## src/rtl/pc_gen_pkg.sv

```systemverilog
// Shared constants for the instruction-fetch program-counter generator.
package pc_gen_pkg;

    localparam logic RstEnable   = 1'b1;
    localparam logic ChipEnable  = 1'b1;
    localparam logic ChipDisable = 1'b0;
    localparam logic Branch      = 1'b1;

    localparam int unsigned AddrWDef   = 32;
    localparam int unsigned StallWDef  = 6;
    localparam int unsigned StallPcBit = 0;

endpackage

```

## src/rtl/pc_br_buffer.sv

```systemverilog
// One-entry pending-branch register: holds a branch target that arrived while the PC stage stalled.
module pc_br_buffer
    import pc_gen_pkg::*;
#(
    parameter int unsigned ADDR_W = AddrWDef
) (
    input  logic              clk,
    input  logic              rst,
    input  logic              capture_i,
    input  logic [ADDR_W-1:0] target_i,
    input  logic              release_i,
    input  logic              clear_i,
    output logic              valid_o,
    output logic [ADDR_W-1:0] target_o
);

    logic              valid_d, valid_q;
    logic [ADDR_W-1:0] target_d, target_q;

    // Clear beats capture beats release; a newer capture simply overwrites.
    always_comb begin
        valid_d  = valid_q;
        target_d = target_q;
        if (clear_i) begin
            valid_d  = 1'b0;
            target_d = '0;
        end else if (capture_i) begin
            valid_d  = 1'b1;
            target_d = target_i;
        end else if (release_i) begin
            valid_d  = 1'b0;
        end
    end

    always_ff @(posedge clk) begin
        if (rst == RstEnable) begin
            valid_q  <= 1'b0;
            target_q <= '0;
        end else begin
            valid_q  <= valid_d;
            target_q <= target_d;
        end
    end

    assign valid_o  = valid_q;
    assign target_o = target_q;

endmodule

```

## src/rtl/pc_gen.sv

```systemverilog
// Program-counter generator: reset vector, stall, flush redirect, pending branch and
// misaligned-target detection for the fetch stage.
module pc_gen
    import pc_gen_pkg::*;
#(
    parameter int unsigned       ADDR_W     = AddrWDef,
    parameter logic [ADDR_W-1:0] RESET_VEC  = '0,
    parameter int unsigned       INST_BYTES = 4,
    parameter int unsigned       STALL_W    = StallWDef
) (
    input  logic               clk,
    input  logic               rst,
    input  logic [STALL_W-1:0] stall,
    input  logic               branch_flag_i,
    input  logic [ADDR_W-1:0]  branch_target_address_i,
    input  logic               flush_i,
    input  logic [ADDR_W-1:0]  new_pc_i,
    output logic [ADDR_W-1:0]  pc,
    output logic               ce,
    output logic               br_pending_o,
    output logic               misalign_o
);

    localparam logic [ADDR_W-1:0] Incr      = ADDR_W'(INST_BYTES);
    localparam logic [ADDR_W-1:0] AlignMask = ~(Incr - 1'b1);

    logic [ADDR_W-1:0] pc_d, pc_q;
    logic              ce_d, ce_q;
    logic              misalign_d, misalign_q;

    logic              buf_capture, buf_release, buf_clear, buf_valid;
    logic [ADDR_W-1:0] buf_target;
    logic              load_en;
    logic [ADDR_W-1:0] load_target;
    logic              stall_pc;

    // Only the PC-stage bit of the stall vector matters here.
    logic unused_stall;
    assign unused_stall = ^stall;
    assign stall_pc     = stall[StallPcBit];

    pc_br_buffer #(
        .ADDR_W (ADDR_W)
    ) u_br_buffer (
        .clk       (clk),
        .rst       (rst),
        .capture_i (buf_capture),
        .target_i  (branch_target_address_i),
        .release_i (buf_release),
        .clear_i   (buf_clear),
        .valid_o   (buf_valid),
        .target_o  (buf_target)
    );

    always_comb begin
        ce_d        = (rst == RstEnable) ? ChipDisable : ChipEnable;
        pc_d        = pc_q;
        misalign_d  = 1'b0;
        buf_capture = 1'b0;
        buf_release = 1'b0;
        buf_clear   = 1'b0;
        load_en     = 1'b0;
        load_target = '0;

        if (rst == RstEnable || ce_q == ChipDisable) begin
            pc_d      = RESET_VEC;
            buf_clear = 1'b1;
        end else if (flush_i) begin
            load_en     = 1'b1;
            load_target = new_pc_i;
            buf_clear   = 1'b1;
        end else if (stall_pc) begin
            buf_capture = (branch_flag_i == Branch);
        end else if (buf_valid) begin
            // ID is invalid behind a redirect, so a concurrent branch is dropped.
            load_en     = 1'b1;
            load_target = buf_target;
            buf_release = 1'b1;
        end else if (branch_flag_i == Branch) begin
            load_en     = 1'b1;
            load_target = branch_target_address_i;
        end else begin
            pc_d = pc_q + Incr;
        end

        if (load_en) begin
            pc_d       = load_target & AlignMask;
            misalign_d = |(load_target & ~AlignMask);
        end
    end

    always_ff @(posedge clk) begin
        if (rst == RstEnable) begin
            pc_q       <= RESET_VEC;
            ce_q       <= ChipDisable;
            misalign_q <= 1'b0;
        end else begin
            pc_q       <= pc_d;
            ce_q       <= ce_d;
            misalign_q <= misalign_d;
        end
    end

    assign pc           = pc_q;
    assign ce           = ce_q;
    assign br_pending_o = buf_valid;
    assign misalign_o   = misalign_q;

endmodule

```

## config.mk

```make
export PLATFORM = sky130hd
export DESIGN_NAME = pc_gen
export DESIGN_NICKNAME = d
export VERILOG_FILES = /design/src/rtl/pc_gen_pkg.sv /design/src/rtl/pc_br_buffer.sv /design/src/rtl/pc_gen.sv
export SDC_FILE = /design/constraint.sdc
export NUM_CORES = 1
export LEC_CHECK = 0
export CAP_MARGIN = 20
export CORE_ASPECT_RATIO = 1.2
export CORE_MARGIN = 3
export CORE_UTILIZATION = 52
export CTS_CLUSTER_DIAMETER = 60
export CTS_CLUSTER_SIZE = 10
export DETAILED_ROUTE_END_ITERATION = 8
export GPL_ROUTABILITY_DRIVEN = 0
export HOLD_SLACK_MARGIN = 0.15
export PLACE_DENSITY_LB_ADDON = 0.2
export SYNTH_ARGS = -nofsm -noshare
export SYNTH_HDL_FRONTEND = slang
export SYNTH_SLANG_ARGS = --single-unit
```

## constraint.sdc

```tcl
create_clock -name clk -period 4.8 [get_ports clk]
set_input_delay 0.96 -clock clk [delete_from_list [all_inputs] [get_ports clk]]
set_output_delay 0.96 -clock clk [all_outputs]
set_load 0.05 [all_outputs]
```

==> insert_results.sql <==
INSERT INTO impl_metrics (metric_group, metric, value, unit) VALUES
('detailed_routing', 'drcViolationCount', '0', ''),
('die', 'placeableCoreArea', '0.00690', 'mm²'),
('timing', 'worst_pin_slew', '995', 'ps'),
('placement', 'io_buffers', '101', ''),
('global_routing', 'grt_pass1_vias', '3698', ''),
('pwr', 'combPwrFrac', '19.9', '%'),
('die', 'rows', '33', ''),
('setup_path', 'critPathMaxFanout', '26', ''),
('logic_synthesis', 'synth_edf_count', '0', ''),
('die', 'top_level_ports', '109', ''),
('pwr', 'power_frac_clock', '37.4', '%'),
('status', 'run_status', 'finished clean', ''),
('cts', 'clk_pin_slew', '80', 'ps'),
('logic_synthesis', 'synth_seq_cells', '65', ''),
('logic_synthesis', 'ys.warnings.count', '0', ''),
('detailed_routing', 'routed-wl-met2', '5620', 'µm'),
('final_layout', 'fraction_of_final_layout_cells_sized_beyond_drive_strength_1', '6.22', '%'),
('cts', 'worst_case_clock_buffer_depth', '2', ''),
('timing', 'fmax', '298', 'MHz'),
('timing', 'rsz0062_at_grt', 'false', ''),
('setup_path', 'cp-end-kind', 'flop', ''),
('final_layout', 'design.final.nets', '665', ''),
('die', 'chipWidth', '83.4', 'µm'),
('logic_synthesis', 'yosys-top-cells-count', 'sky130_fd_sc_hd__nand2_1, sky130_fd_sc_hd__dfxtp_1, sky130_fd_sc_hd__a21oi_1', ''),
('placement', 'placedCellCount', '666', ''),
('setup_path', 'worst_r2r_path_depth', '5', ''),
('pwr', 'leakage', '1.65', 'nW'),
('pwr', 'switching_share', '28.7', '%'),
('global_routing', 'grt_util_all_layers', '27.2', '%'),
('final_layout', 'stdcell_count', '682', ''),
('logic_synthesis', 'synth_ff_type', 'sky130_fd_sc_hd__dfxtp_1', ''),
('pwr', 'max-vdd-ir-drop', '0.200', 'mV'),
('logic_synthesis', 'synth_top_cell_area_share', '34.8', '%'),
('cts', 'cts_made_buffers', '9', ''),
('logic_synthesis', 'post-synth-top-count-cell', 'sky130_fd_sc_hd__nand2_1', ''),
('global_routing', 'globalRoute.totalOverflow', '0', ''),
('cts', 'post-cts-setup-buffers', '0', ''),
('logic_synthesis', 'post_synth_inst_count', '510', ''),
('final_layout', 'regArea', '0.00130', 'mm²'),
('detailed_routing', 'viasPerCell', '6.10', ''),
('logic_synthesis', 'avgSynthCellArea', '7.33', 'µm²'),
('setup_path', 'timing.critical_path.required', '5040', 'ps'),
('detailed_routing', 'dr.pass1.iters', '5', ''),
('cts', 'tritoncts_clock_tree', 'done', ''),
('die', 'die_height', '98.9', 'µm'),
('cts', 'cts_repair_resize_count', '0', ''),
('logic_synthesis', 'cell_type_contributing_the_most_total_cell_area_after_synthesis', 'sky130_fd_sc_hd__dfxtp_1', ''),
('cts', 'holdBufCountCts', '0', ''),
('setup_path', 'worst_ep_arrival_time', '3600', 'ps'),
('timing', 'max_slew_margin', '33.5', '%'),
('final_layout', 'antenna_cells', '0', ''),
('logic_synthesis', 'synth.top_cells.by_area', 'sky130_fd_sc_hd__dfxtp_1, sky130_fd_sc_hd__nand2_1, sky130_fd_sc_hd__a21oi_1', ''),
('final_layout', 'area_delta_synth_final', '32.0', '%'),
('setup_path', 'critical_path_class', 'input pin to flop', ''),
('global_routing', 'grt_max_degree', '58', ''),
('setup_path', 'worst_r2r_endpoint', 'pc[14]', ''),
('setup_path', 'critPathLaunchType', 'input pin', ''),
('setup_path', 'setup.reg_to_reg.worst_slack', '1950', 'ps'),
('worst_hold_path', 'timing.hold.worst.class', 'flop to flop', ''),
('cts', 'clock-root-buffer', 'sky130_fd_sc_hd__clkbuf_8', ''),
('global_routing', 'global_route_wire_length_before_repair', '18200', 'µm'),
('timing', 'period_needed', '3360', 'ps'),
('die', 'start_util', '54.2', '%'),
('cts', 'cts.htree.levels', '3', ''),
('timing', 'fin_tns_setup', '0', 'ps'),
('global_routing', 'antenna_found_initial', '0', ''),
('logic_synthesis', 'synth_sequential_area_ratio', '34.8', '%'),
('pwr', 'p_seq_share', '42.8', '%'),
('timing', 'maxSlewViolCount', '0', ''),
('detailed_routing', 'dr_total_vias', '4158', ''),
('final_layout', 'multi_input_comb_area', '0.00223', 'mm²');
[power by group through the flow]
stage	combinational, mW	sequential, mW	clock, mW
final	0.274	0.590	0.516
after global routing	0.291	0.593	0.547
after CTS	0.273	0.589	0.520
after detailed placement	0.272	0.601	0
after global placement	0.268	0.599	0
after floorplan	0.100	0.651	0
[state kept, by name, summed over array words and instances, names as in the netlist]
| register | cells |
|---|---|
| ce | 1 |
| u_br_buffer.valid_o | 1 |
| pc | 30 |
| u_br_buffer.target_o | 32 |
| misalign_o | 1 |
[area by class of cell]
type                            instances  area share, %
Sequential cell                        65           26.4
Clock inverter                          5           1.60
Inverter                                7          0.532
Tap cell                               87           2.21
Clock buffer                           11           2.87
Multi-Input combinational cell        400           45.1
Timing Repair Buffer                  107           21.3
[worst min-delay path by stage]
stage | start | end | slack [ps] | cells after the start
6_report | u_br_buffer.target_o[17] | u_br_buffer.target_o[17] | 450 | 2
3_3_place_gp | u_br_buffer.target_o[6] | u_br_buffer.target_o[6] | 440 | 2
5_1_grt | u_br_buffer.target_o[7] | u_br_buffer.target_o[7] | 480 | 2
2_1_floorplan | u_br_buffer.target_o[10] | u_br_buffer.target_o[10] | 440 | 2
3_5_place_dp | u_br_buffer.target_o[13] | u_br_buffer.target_o[13] | 450 | 2
4_1_cts | u_br_buffer.target_o[16] | u_br_buffer.target_o[16] | 460 | 2
[placed cells by master, fill, tap and decap left out, types with 7 or more instances in the layout]
| cell | netlist | layout |
|---|---|---|
| sky130_fd_sc_hd__nand2_1 | 128 | 128 |
| sky130_fd_sc_hd__clkdlybuf4s50_1 | 0 | 100 |
| sky130_fd_sc_hd__dfxtp_1 | 65 | 64 |
| sky130_fd_sc_hd__a21oi_1 | 48 | 48 |
| sky130_fd_sc_hd__o21ai_0 | 41 | 41 |
| sky130_fd_sc_hd__nor2_1 | 26 | 26 |
| sky130_fd_sc_hd__a22oi_1 | 16 | 16 |
| sky130_fd_sc_hd__nand3_1 | 15 | 15 |
| sky130_fd_sc_hd__mux2i_1 | 15 | 15 |
| sky130_fd_sc_hd__clkbuf_8 | 0 | 10 |
| sky130_fd_sc_hd__nor3_1 | 8 | 8 |
| sky130_fd_sc_hd__nand4_1 | 8 | 8 |
| sky130_fd_sc_hd__o311ai_0 | 8 | 8 |
| sky130_fd_sc_hd__inv_1 | 7 | 7 |
[per-stage QoR]
step	instance area, µm²	utilization, %	hold slack (ps)	total power [mW]	setup WS, ps
3_5_place_dp	4710	68.4	447	0.873	1120
4_1_cts	4930	71.6	457	1.38	1480
6_report	4930	71.6	453	1.38	1440
3_3_place_gp	4710	68.4	441	0.867	1200
5_1_grt	4930	71.6	477	1.43	1260
2_1_floorplan	3740	-	436	0.751	2570
[worst max-delay path, cell delays in order]
cell and delay, ps:
sky130_fd_sc_hd__clkdlybuf4s50_1 400, sky130_fd_sc_hd__buf_4 220, sky130_fd_sc_hd__o21bai_1 810, sky130_fd_sc_hd__nand2_2 510, sky130_fd_sc_hd__nor2_2 310, sky130_fd_sc_hd__nand2_1 110, sky130_fd_sc_hd__o311ai_1 260
[logic make-up (layout without fill, tap and decap cells)]
logic type	Yosys count	after routing	synth area share, %
multiplexers	15	15	4.02
other	1	2	0.100
flip-flops	65	65	34.8
AO/OA/AOI/OAI	159	159	26.8
buffers and inverters	46	130	5.72
adder cells (fa/ha/maj)	1	1	0.335
AND/OR/NAND/NOR	223	223	28.2
[routing by layer]
layer,vias to the layer above,global-route usage [%]
met4,0,11.3
li1,1999,-
met1,1912,34.0
met3,30,6.86
met5,-,0
met2,217,44.8
(Power assumes the default switching activity.)
